==> src/rtl/gemm_pkg.sv <==
// Shared definitions for the 2x2 GEMM feed controller: FSM encoding and lane count.
package gemm_pkg;

    localparam int LANES = 2;

    typedef enum logic [1:0] {
        ST_IDLE  = 2'd0,
        ST_FEED  = 2'd1,
        ST_DRAIN = 2'd2,
        ST_DONE  = 2'd3
    } state_e;

endpackage

==> src/rtl/gemm_operand_store.sv <==
// A-column and B-row operand register files: one write port, and two combinational
// read ports returning lane 0 of entry t and lane 1 of entry t-1 (out-of-range reads give 0).
module gemm_operand_store #(
    parameter int OP_WIDTH = 8,
    parameter int K_MAX    = 8,
    parameter int IW       = 3,
    parameter int AW       = 4
) (
    input  logic                    clk,
    input  logic                    i_wr_en,
    input  logic                    i_wr_sel,
    input  logic [IW-1:0]           i_wr_idx,
    input  logic [2*OP_WIDTH-1:0]   i_wr_data,
    input  logic [AW-1:0]           i_rd_idx_t,
    input  logic [AW-1:0]           i_rd_idx_tm1,
    output logic [OP_WIDTH-1:0]     o_a_t_lane0,
    output logic [OP_WIDTH-1:0]     o_b_t_lane0,
    output logic [OP_WIDTH-1:0]     o_a_tm1_lane1,
    output logic [OP_WIDTH-1:0]     o_b_tm1_lane1
);

    localparam int DW = 2 * OP_WIDTH;
    localparam logic [AW-1:0] K_LIMIT = AW'(K_MAX);

    logic [DW-1:0] r_a_mem [K_MAX];
    logic [DW-1:0] r_b_mem [K_MAX];

    // Write port; contents are deliberately left unreset.
    always_ff @(posedge clk) begin
        if (i_wr_en) begin
            if (i_wr_sel) begin
                r_b_mem[i_wr_idx] <= i_wr_data;
            end else begin
                r_a_mem[i_wr_idx] <= i_wr_data;
            end
        end
    end

    // Read port at index t, lane 0.
    always_comb begin
        o_a_t_lane0 = {OP_WIDTH{1'b0}};
        o_b_t_lane0 = {OP_WIDTH{1'b0}};
        if (i_rd_idx_t < K_LIMIT) begin
            o_a_t_lane0 = r_a_mem[i_rd_idx_t[IW-1:0]][OP_WIDTH-1:0];
            o_b_t_lane0 = r_b_mem[i_rd_idx_t[IW-1:0]][OP_WIDTH-1:0];
        end else begin
            o_a_t_lane0 = {OP_WIDTH{1'b0}};
            o_b_t_lane0 = {OP_WIDTH{1'b0}};
        end
    end

    // Read port at index t-1, lane 1.
    always_comb begin
        o_a_tm1_lane1 = {OP_WIDTH{1'b0}};
        o_b_tm1_lane1 = {OP_WIDTH{1'b0}};
        if (i_rd_idx_tm1 < K_LIMIT) begin
            o_a_tm1_lane1 = r_a_mem[i_rd_idx_tm1[IW-1:0]][DW-1:OP_WIDTH];
            o_b_tm1_lane1 = r_b_mem[i_rd_idx_tm1[IW-1:0]][DW-1:OP_WIDTH];
        end else begin
            o_a_tm1_lane1 = {OP_WIDTH{1'b0}};
            o_b_tm1_lane1 = {OP_WIDTH{1'b0}};
        end
    end

endmodule

==> src/rtl/gemm_feed_controller.sv <==
// Feeds one 2x2 GEMM tile: streams k_len A columns / B rows with a one-cycle lane skew,
// then drains and pulses done. All outputs are registered.
module gemm_feed_controller
    import gemm_pkg::*;
#(
    parameter int OP_WIDTH     = 8,
    parameter int K_MAX        = 8,
    parameter int DRAIN_CYCLES = 3
) (
    input  logic                          clk,
    input  logic                          reset,
    input  logic                          wr_en,
    input  logic                          wr_sel,
    input  logic [$clog2(K_MAX)-1:0]      wr_idx,
    input  logic [LANES*OP_WIDTH-1:0]     wr_data,
    input  logic                          start,
    input  logic [$clog2(K_MAX+1)-1:0]    k_len,
    output logic                          busy,
    output logic                          done,
    output logic                          err,
    output logic                          acc_clear,
    output logic [LANES*OP_WIDTH-1:0]     new_a_column,
    output logic [LANES*OP_WIDTH-1:0]     new_b_row,
    output logic [LANES-1:0]              new_a_column_ena,
    output logic [LANES-1:0]              new_b_row_ena
);

    localparam int IW = $clog2(K_MAX);
    localparam int AW = $clog2(K_MAX + 1);
    localparam int DW = LANES * OP_WIDTH;
    localparam int CW = (DRAIN_CYCLES > 1) ? $clog2(DRAIN_CYCLES) : 1;
    localparam logic [AW-1:0] K_LIMIT    = AW'(K_MAX);
    localparam logic [AW-1:0] ONE_A      = AW'(1);
    localparam logic [CW-1:0] ONE_C      = CW'(1);
    localparam logic [CW-1:0] DRAIN_LAST = CW'(DRAIN_CYCLES - 1);

    state_e              r_state;
    state_e              w_state_next;
    logic [AW-1:0]       r_k_len;
    logic [AW-1:0]       r_t;
    logic [AW-1:0]       w_t_next;
    logic [AW-1:0]       w_tm1_next;
    logic [CW-1:0]       r_d;
    logic                w_idle;
    logic                w_start_ok;
    logic                w_start_zero;
    logic                w_start_bad;
    logic                w_feed_last;
    logic                w_drain_last;
    logic [OP_WIDTH-1:0] w_a_t_lane0;
    logic [OP_WIDTH-1:0] w_b_t_lane0;
    logic [OP_WIDTH-1:0] w_a_tm1_lane1;
    logic [OP_WIDTH-1:0] w_b_tm1_lane1;
    logic [OP_WIDTH-1:0] r_a_lane0;
    logic [OP_WIDTH-1:0] r_b_lane0;
    logic [OP_WIDTH-1:0] r_a_lane1;
    logic [OP_WIDTH-1:0] r_b_lane1;
    logic                w_ena0;
    logic                w_ena1;
    logic                w_acc_clear;
    logic [DW-1:0]       w_a_out;
    logic [DW-1:0]       w_b_out;

    assign w_idle       = (r_state == ST_IDLE);
    assign w_start_bad  = w_idle && start && (k_len > K_LIMIT);
    assign w_start_zero = w_idle && start && (k_len == {AW{1'b0}});
    assign w_start_ok   = w_idle && start && !w_start_bad && !w_start_zero;
    assign w_feed_last  = (r_t == r_k_len);
    assign w_drain_last = (r_d == DRAIN_LAST);

    // Read addresses look one cycle ahead so the operand is staged at the edge that sets t;
    // address K_MAX is used as an "empty" index that reads back zero.
    assign w_t_next   = ((r_state == ST_FEED) && !w_feed_last) ? (r_t + ONE_A) : {AW{1'b0}};
    assign w_tm1_next = (w_t_next == {AW{1'b0}}) ? K_LIMIT : (w_t_next - ONE_A);

    gemm_operand_store #(
        .OP_WIDTH (OP_WIDTH),
        .K_MAX    (K_MAX),
        .IW       (IW),
        .AW       (AW)
    ) u_store (
        .clk           (clk),
        .i_wr_en       (wr_en && w_idle),
        .i_wr_sel      (wr_sel),
        .i_wr_idx      (wr_idx),
        .i_wr_data     (wr_data),
        .i_rd_idx_t    (w_t_next),
        .i_rd_idx_tm1  (w_tm1_next),
        .o_a_t_lane0   (w_a_t_lane0),
        .o_b_t_lane0   (w_b_t_lane0),
        .o_a_tm1_lane1 (w_a_tm1_lane1),
        .o_b_tm1_lane1 (w_b_tm1_lane1)
    );

    // FSM state register.
    always_ff @(posedge clk or posedge reset) begin
        if (reset) begin
            r_state <= ST_IDLE;
        end else begin
            r_state <= w_state_next;
        end
    end

    // FSM next-state logic.
    always_comb begin
        w_state_next = r_state;
        case (r_state)
            ST_IDLE: begin
                if (w_start_ok) begin
                    w_state_next = ST_FEED;
                end else if (w_start_zero) begin
                    w_state_next = ST_DONE;
                end else begin
                    w_state_next = ST_IDLE;
                end
            end
            ST_FEED:  w_state_next = w_feed_last  ? ST_DRAIN : ST_FEED;
            ST_DRAIN: w_state_next = w_drain_last ? ST_DONE  : ST_DRAIN;
            ST_DONE:  w_state_next = ST_IDLE;
            default:  w_state_next = ST_IDLE;
        endcase
    end

    // Feed/drain counters, latched run length and staged operand lanes.
    always_ff @(posedge clk or posedge reset) begin
        if (reset) begin
            r_t       <= {AW{1'b0}};
            r_d       <= {CW{1'b0}};
            r_k_len   <= {AW{1'b0}};
            r_a_lane0 <= {OP_WIDTH{1'b0}};
            r_b_lane0 <= {OP_WIDTH{1'b0}};
            r_a_lane1 <= {OP_WIDTH{1'b0}};
            r_b_lane1 <= {OP_WIDTH{1'b0}};
        end else begin
            r_t       <= w_t_next;
            r_d       <= ((r_state == ST_DRAIN) && !w_drain_last) ? (r_d + ONE_C) : {CW{1'b0}};
            r_a_lane0 <= w_a_t_lane0;
            r_b_lane0 <= w_b_t_lane0;
            r_a_lane1 <= w_a_tm1_lane1;
            r_b_lane1 <= w_b_tm1_lane1;
            if (w_start_ok) begin
                r_k_len <= k_len;
            end
        end
    end

    // FSM output decode: lane 1 trails lane 0 by one cycle; disabled lanes carry zero.
    always_comb begin
        w_ena0      = 1'b0;
        w_ena1      = 1'b0;
        w_acc_clear = 1'b0;
        w_a_out     = {DW{1'b0}};
        w_b_out     = {DW{1'b0}};
        if (r_state == ST_FEED) begin
            w_ena0      = (r_t < r_k_len);
            w_ena1      = (r_t != {AW{1'b0}});
            w_acc_clear = (r_t == {AW{1'b0}});
        end else begin
            w_ena0      = 1'b0;
            w_ena1      = 1'b0;
            w_acc_clear = 1'b0;
        end
        if (w_ena0) begin
            w_a_out[OP_WIDTH-1:0] = r_a_lane0;
            w_b_out[OP_WIDTH-1:0] = r_b_lane0;
        end else begin
            w_a_out[OP_WIDTH-1:0] = {OP_WIDTH{1'b0}};
            w_b_out[OP_WIDTH-1:0] = {OP_WIDTH{1'b0}};
        end
        if (w_ena1) begin
            w_a_out[DW-1:OP_WIDTH] = r_a_lane1;
            w_b_out[DW-1:OP_WIDTH] = r_b_lane1;
        end else begin
            w_a_out[DW-1:OP_WIDTH] = {OP_WIDTH{1'b0}};
            w_b_out[DW-1:OP_WIDTH] = {OP_WIDTH{1'b0}};
        end
    end

    // Output registers; busy tracks the upcoming state so it falls as done rises.
    always_ff @(posedge clk or posedge reset) begin
        if (reset) begin
            busy             <= 1'b0;
            done             <= 1'b0;
            err              <= 1'b0;
            acc_clear        <= 1'b0;
            new_a_column     <= {DW{1'b0}};
            new_b_row        <= {DW{1'b0}};
            new_a_column_ena <= {LANES{1'b0}};
            new_b_row_ena    <= {LANES{1'b0}};
        end else begin
            busy             <= (w_state_next != ST_IDLE);
            done             <= (r_state == ST_DONE);
            err              <= w_start_bad;
            acc_clear        <= w_acc_clear;
            new_a_column     <= w_a_out;
            new_b_row        <= w_b_out;
            new_a_column_ena <= {w_ena1, w_ena0};
            new_b_row_ena    <= {w_ena1, w_ena0};
        end
    end

endmodule

==> config.mk <==
export PLATFORM = sky130hd
export DESIGN_NAME = gemm_feed_controller
export DESIGN_NICKNAME = d
export VERILOG_FILES = /design/src/rtl/gemm_pkg.sv /design/src/rtl/gemm_operand_store.sv /design/src/rtl/gemm_feed_controller.sv
export SDC_FILE = /design/constraint.sdc
export NUM_CORES = 1
export LEC_CHECK = 0
export BUFFER_PORTS_ARGS = -buffer_cell sky130_fd_sc_hd__buf_2
export CORE_UTILIZATION = 30
export DETAILED_ROUTE_END_ITERATION = 8
export PLACE_DENSITY = 0.47
export REMOVE_ABC_BUFFERS = 1
export SLEW_MARGIN = 20
export SYNTH_ARGS = -nofsm -noshare
export SYNTH_HDL_FRONTEND = slang
export SYNTH_SLANG_ARGS = --single-unit
export TNS_END_PERCENT = 100
==> constraint.sdc <==
create_clock -name clk -period 3.05 [get_ports clk]
set_input_delay 0.1525 -clock clk [delete_from_list [all_inputs] [get_ports clk]]
set_output_delay 0.1525 -clock clk [all_outputs]
set_load 0.1 [all_outputs]
==> run summary <==
layout cells sized above 1 -> 0.186
Crit Reg-Reg Endpoint -> r_b_lane1[2]
Lkg Pwr -> 6.03 nW
area of the multi-input gates -> 3530 um2
number of global-route vias before repair -> 8925
ys async rst share -> 0.243
Post-Synth Adder-Cell Area -> 0.00646
XOR/XNOR Fraction of Synth Area -> 0.00637
Nets -> 1197
I/O pin count -> 68
register area -> 9740 um2
Hold WS -> 0.0263 ns
gr ovfl total -> 0
combinational share of power -> 0.268
first-pass GRT wire length -> 55.2 mm
final WL -> 36.3 mm
Synth area leaders -> edfxtp_1 57%, dfrtp_1 15%, a21oi_1 3.3%, o211ai_1 3.1%, nand2_1 2.8%
cts repair resizes -> 0
Setup Viol. Count Final -> 0
# clock sinks -> 338
# H-tree levels -> 2
largest stage delay on the critical path -> 0.42 ns
outcome -> finished, final reports clean
largest net degree at the start of global routing -> 80
area share of the largest cell type after synthesis -> 0.567
initial DRC count -> 669
period utilization -> 0.932
Yosys top cell by area -> edfxtp_1
CTS clk-pin slew, worst paths -> 0.06 ns
sequential share of power -> 0.416
Initial Util -> 0.305
final hold vios -> 0
Max-slew headroom -> 0.362
FF-to-FF setup slack -> 0.21 ns
GR Util All Layers -> 0.159
Max-cap violations -> 0
Seq/Total Area, Yosys -> 0.719
reg-to-reg startpoint -> r_t[0]
Routed WL per cell -> 20.4 um
ANT nets after route -> 0
crit-path leading delay family -> simple AND/OR/NAND/NOR gates
total CTS buffers -> 38
required time of the worst setup path -> 3.43 ns
net switching power -> 0.00458 W
crit end category -> flip-flop
Cell Pwr Density -> 817 nW/um2
crit path cell chain -> clkinv_1 -> buf_4 -> ha_1 -> and4_1 -> nor2_2 -> buf_4 -> nand2_2 -> a2bb2oi_1 -> nor4_1 -> o32ai_1
CTS tree -> built
RSZ-0062 raised after global routing -> false
Post-Syn Area per Cell -> 13.3 um2
Yosys warning count -> 0
P_int -> 0.00875 W
R2R depth -> 10
max-slew violations -> 0
Pre-antenna DRT Iters -> 5
Worst Max-Slew Pin Slew -> 0.954 ns
mux cell area share after synthesis -> 0.0106
Post-Synth Simple-Gate Area -> 0.115
share of power burned in the clock network -> 0.316
Post-Syn Instances -> 1021
DRC -> 0
Crit path buffers/inverters -> 3
worst skew pair latency -> 0.54 ns
post-synthesis register bit count -> 338
hpwl dp -> 23.9 mm
fillers -> 4285
height of the die -> 215 um
Layout Skew -> 0.0219 ns
vias -> 8800
Port Buffers -> 67
setup TNS -> 0 ns
Slowest-stage cell, CP -> nor4_1
Crit Path Category -> flip-flop to flip-flop
area of the mapped netlist -> 13600 um2
Top FF cell, synth -> edfxtp_1
clk root buf -> clkbuf_16
Die ar. -> 46000 um2
Compound-Gate Fraction of Synth Area -> 0.118
Core ar. -> 44400 um2
RD Place Congestion -> 0.780
Net Sw Frac -> 0.344
Most Frequent Cell on Critical Path -> buf_4
VDD IR-drop max -> 473 uV
Tmin final -> 2.84 ns
initial antenna violation count -> 2
Die Span X -> 215 um
CP startpoint kind -> flip-flop
row count -> 77
CTS Buffer Depth -> 3
Crit Path Max Fanout -> 13
Yosys cell types -> 62
placed cell count -> 1698
number of synthesized flops with an enable pin -> 256
largest family of logic cells by synthesized area -> compound AO/OA/AOI/OAI gates
type of the most critical hold path -> input pin to asynchronous set/reset pin
fin cells -> 1783
Worst Path Arrival -> 3.22 ns
via-per-instance ratio -> 4.94
FMAX -> 352 MHz
Area Overhead vs Synth -> 20.4%
## layout make-up
type	count	area share
sequential	338	0.597
multi-input combinational	606	0.216
clock inverter	13	0.00537
timing repair buffer	157	0.0659
antenna	1	0.000153
inverter	21	0.00491
clock buffer	55	0.0653
tap	592	0.0454
## worst register-to-register path, cell delays in order, from the launching register on
cell and delay (ns):
dfrtp_2 0.38, clkinv_1 0.09, buf_4 0.17, ha_1 0.29, and4_1 0.22, nor2_2 0.29, buf_4 0.26, nand2_2 0.21
a2bb2oi_1 0.20, nor4_1 0.42, o32ai_1 0.16
## metrics by stage
step                      utilization  cell area [um2]  setup slack, ns  power (W)
final                           0.367            16300            0.208     0.0133
after CTS                       0.367            16300            0.240     0.0135
after global routing            0.367            16300           0.0936     0.0139
after detailed placement        0.338            15000            0.261    0.00921
after floorplan                     -            13300            -1.81    0.00795
after global placement          0.338            15000            0.264    0.00920
## power by group through the flow
stage | clock [W] | combinational, W | sequential, W
4_1_cts | 0.00434 | 0.00359 | 0.00555
6_report | 0.00421 | 0.00357 | 0.00555
2_1_floorplan | 0 | 0.00133 | 0.00661
3_3_place_gp | 0 | 0.00355 | 0.00565
5_1_grt | 0.00450 | 0.00385 | 0.00559
3_5_place_dp | 0 | 0.00356 | 0.00565
## cell families after synthesis
group	Yosys count
xor+xnor	9
compound gates	245
simple gates	331
flops	338
buf+inv	77
fa+ha+maj	7
mux	14
## Yosys cell counts, types with 3 or more instances
cell	number
clkbuf_1	33
o21ai_0	21
o32ai_1	4
nand2b_1	8
and2_1	34
a32oi_1	3
nor3_1	25
o22ai_1	6
o31ai_1	4
or3_1	8
o211ai_1	56
nor2b_1	12
nand2_1	102
ha_1	7
o21a_1	6
xor2_1	4
buf_4	3
mux2i_1	11
nand4_1	14
nor2_1	85
buf_2	12
mux2_2	3
a22oi_1	8
xnor2_1	4
dfrtp_1	82
o221ai_1	9
a21oi_1	90
edfxtp_1	256
buf_1	6
a31oi_1	20
inv_1	18
and3_1	3
nand3_1	27
## repair_timing
action / in CTS / in global routing
setup buffers: 0 / 0
hold endpoints to repair: 169 / 0
hold buffers: 16 / 0
## cell usage in the layout (no fill, tap or decap), types with 4 or more instances in the layout
master         count
nand4_1           14
edfxtp_1         256
o31ai_1            4
o221ai_1           9
clkinv_1           5
nand2b_1           8
clkbuf_16         38
and2_1            34
a22oi_1            8
inv_6              4
nor2b_1           12
clkinv_2           6
dlygate4sd3_1     16
o32ai_1            4
nor3_1            21
inv_1             17
nand2_1          102
o211ai_1          56
a21oi_1           90
clkbuf_8           5
o21ai_0           21
o21a_1             6
buf_4             72
ha_1               7
nor2_2             6
nand3_1           27
clkbuf_1          12
or3_1              8
o22ai_1            6
dfrtp_1           81
buf_2             67
mux2i_1           11
a31oi_1           20
nor2_1            80
xor2_1             4
nor3_2             4
## layer usage
layer | global-route usage | part of all wire | vias to the layer above
li1 | - | - | 4107
met1 | 0.227 | 0.48 | 4439
met2 | 0.245 | 0.45 | 203
met5 | 0 | 0.00028 | -
met3 | 0.0296 | 0.051 | 49
met4 | 0.0464 | 0.020 | 2
## registers in the layout (all words and copies together) (netlist names)
name / count
r_state: 2
new_b_row_ena: 2
r_b_lane1: 8
u_store.r_b_mem: 128
busy: 1
r_a_lane0: 8
r_b_lane0: 8
acc_clear: 1
r_t: 4
err: 1
done: 1
r_d: 2
r_k_len: 4
u_store.r_a_mem: 128
new_b_row: 16
r_a_lane1: 8
new_a_column: 16
## worst max path at each step
| stage | start | to | slack (ns) | depth (start not counted) |
|---|---|---|---|---|
| 2_1_floorplan | r_t[0] | r_b_lane1[6] | -1.81 | 8 |
| 3_3_place_gp | r_t[0] | r_b_lane1[1] | 0.26 | 10 |
| 3_5_place_dp | r_t[0] | r_b_lane1[2] | 0.26 | 10 |
| 4_1_cts | r_t[0] | r_b_lane1[2] | 0.24 | 10 |
| 5_1_grt | r_t[0] | r_b_lane1[1] | 0.09 | 10 |
| 6_report | r_t[0] | r_b_lane1[2] | 0.21 | 10 |
Note: power is estimated with default switching activity, not from simulation.
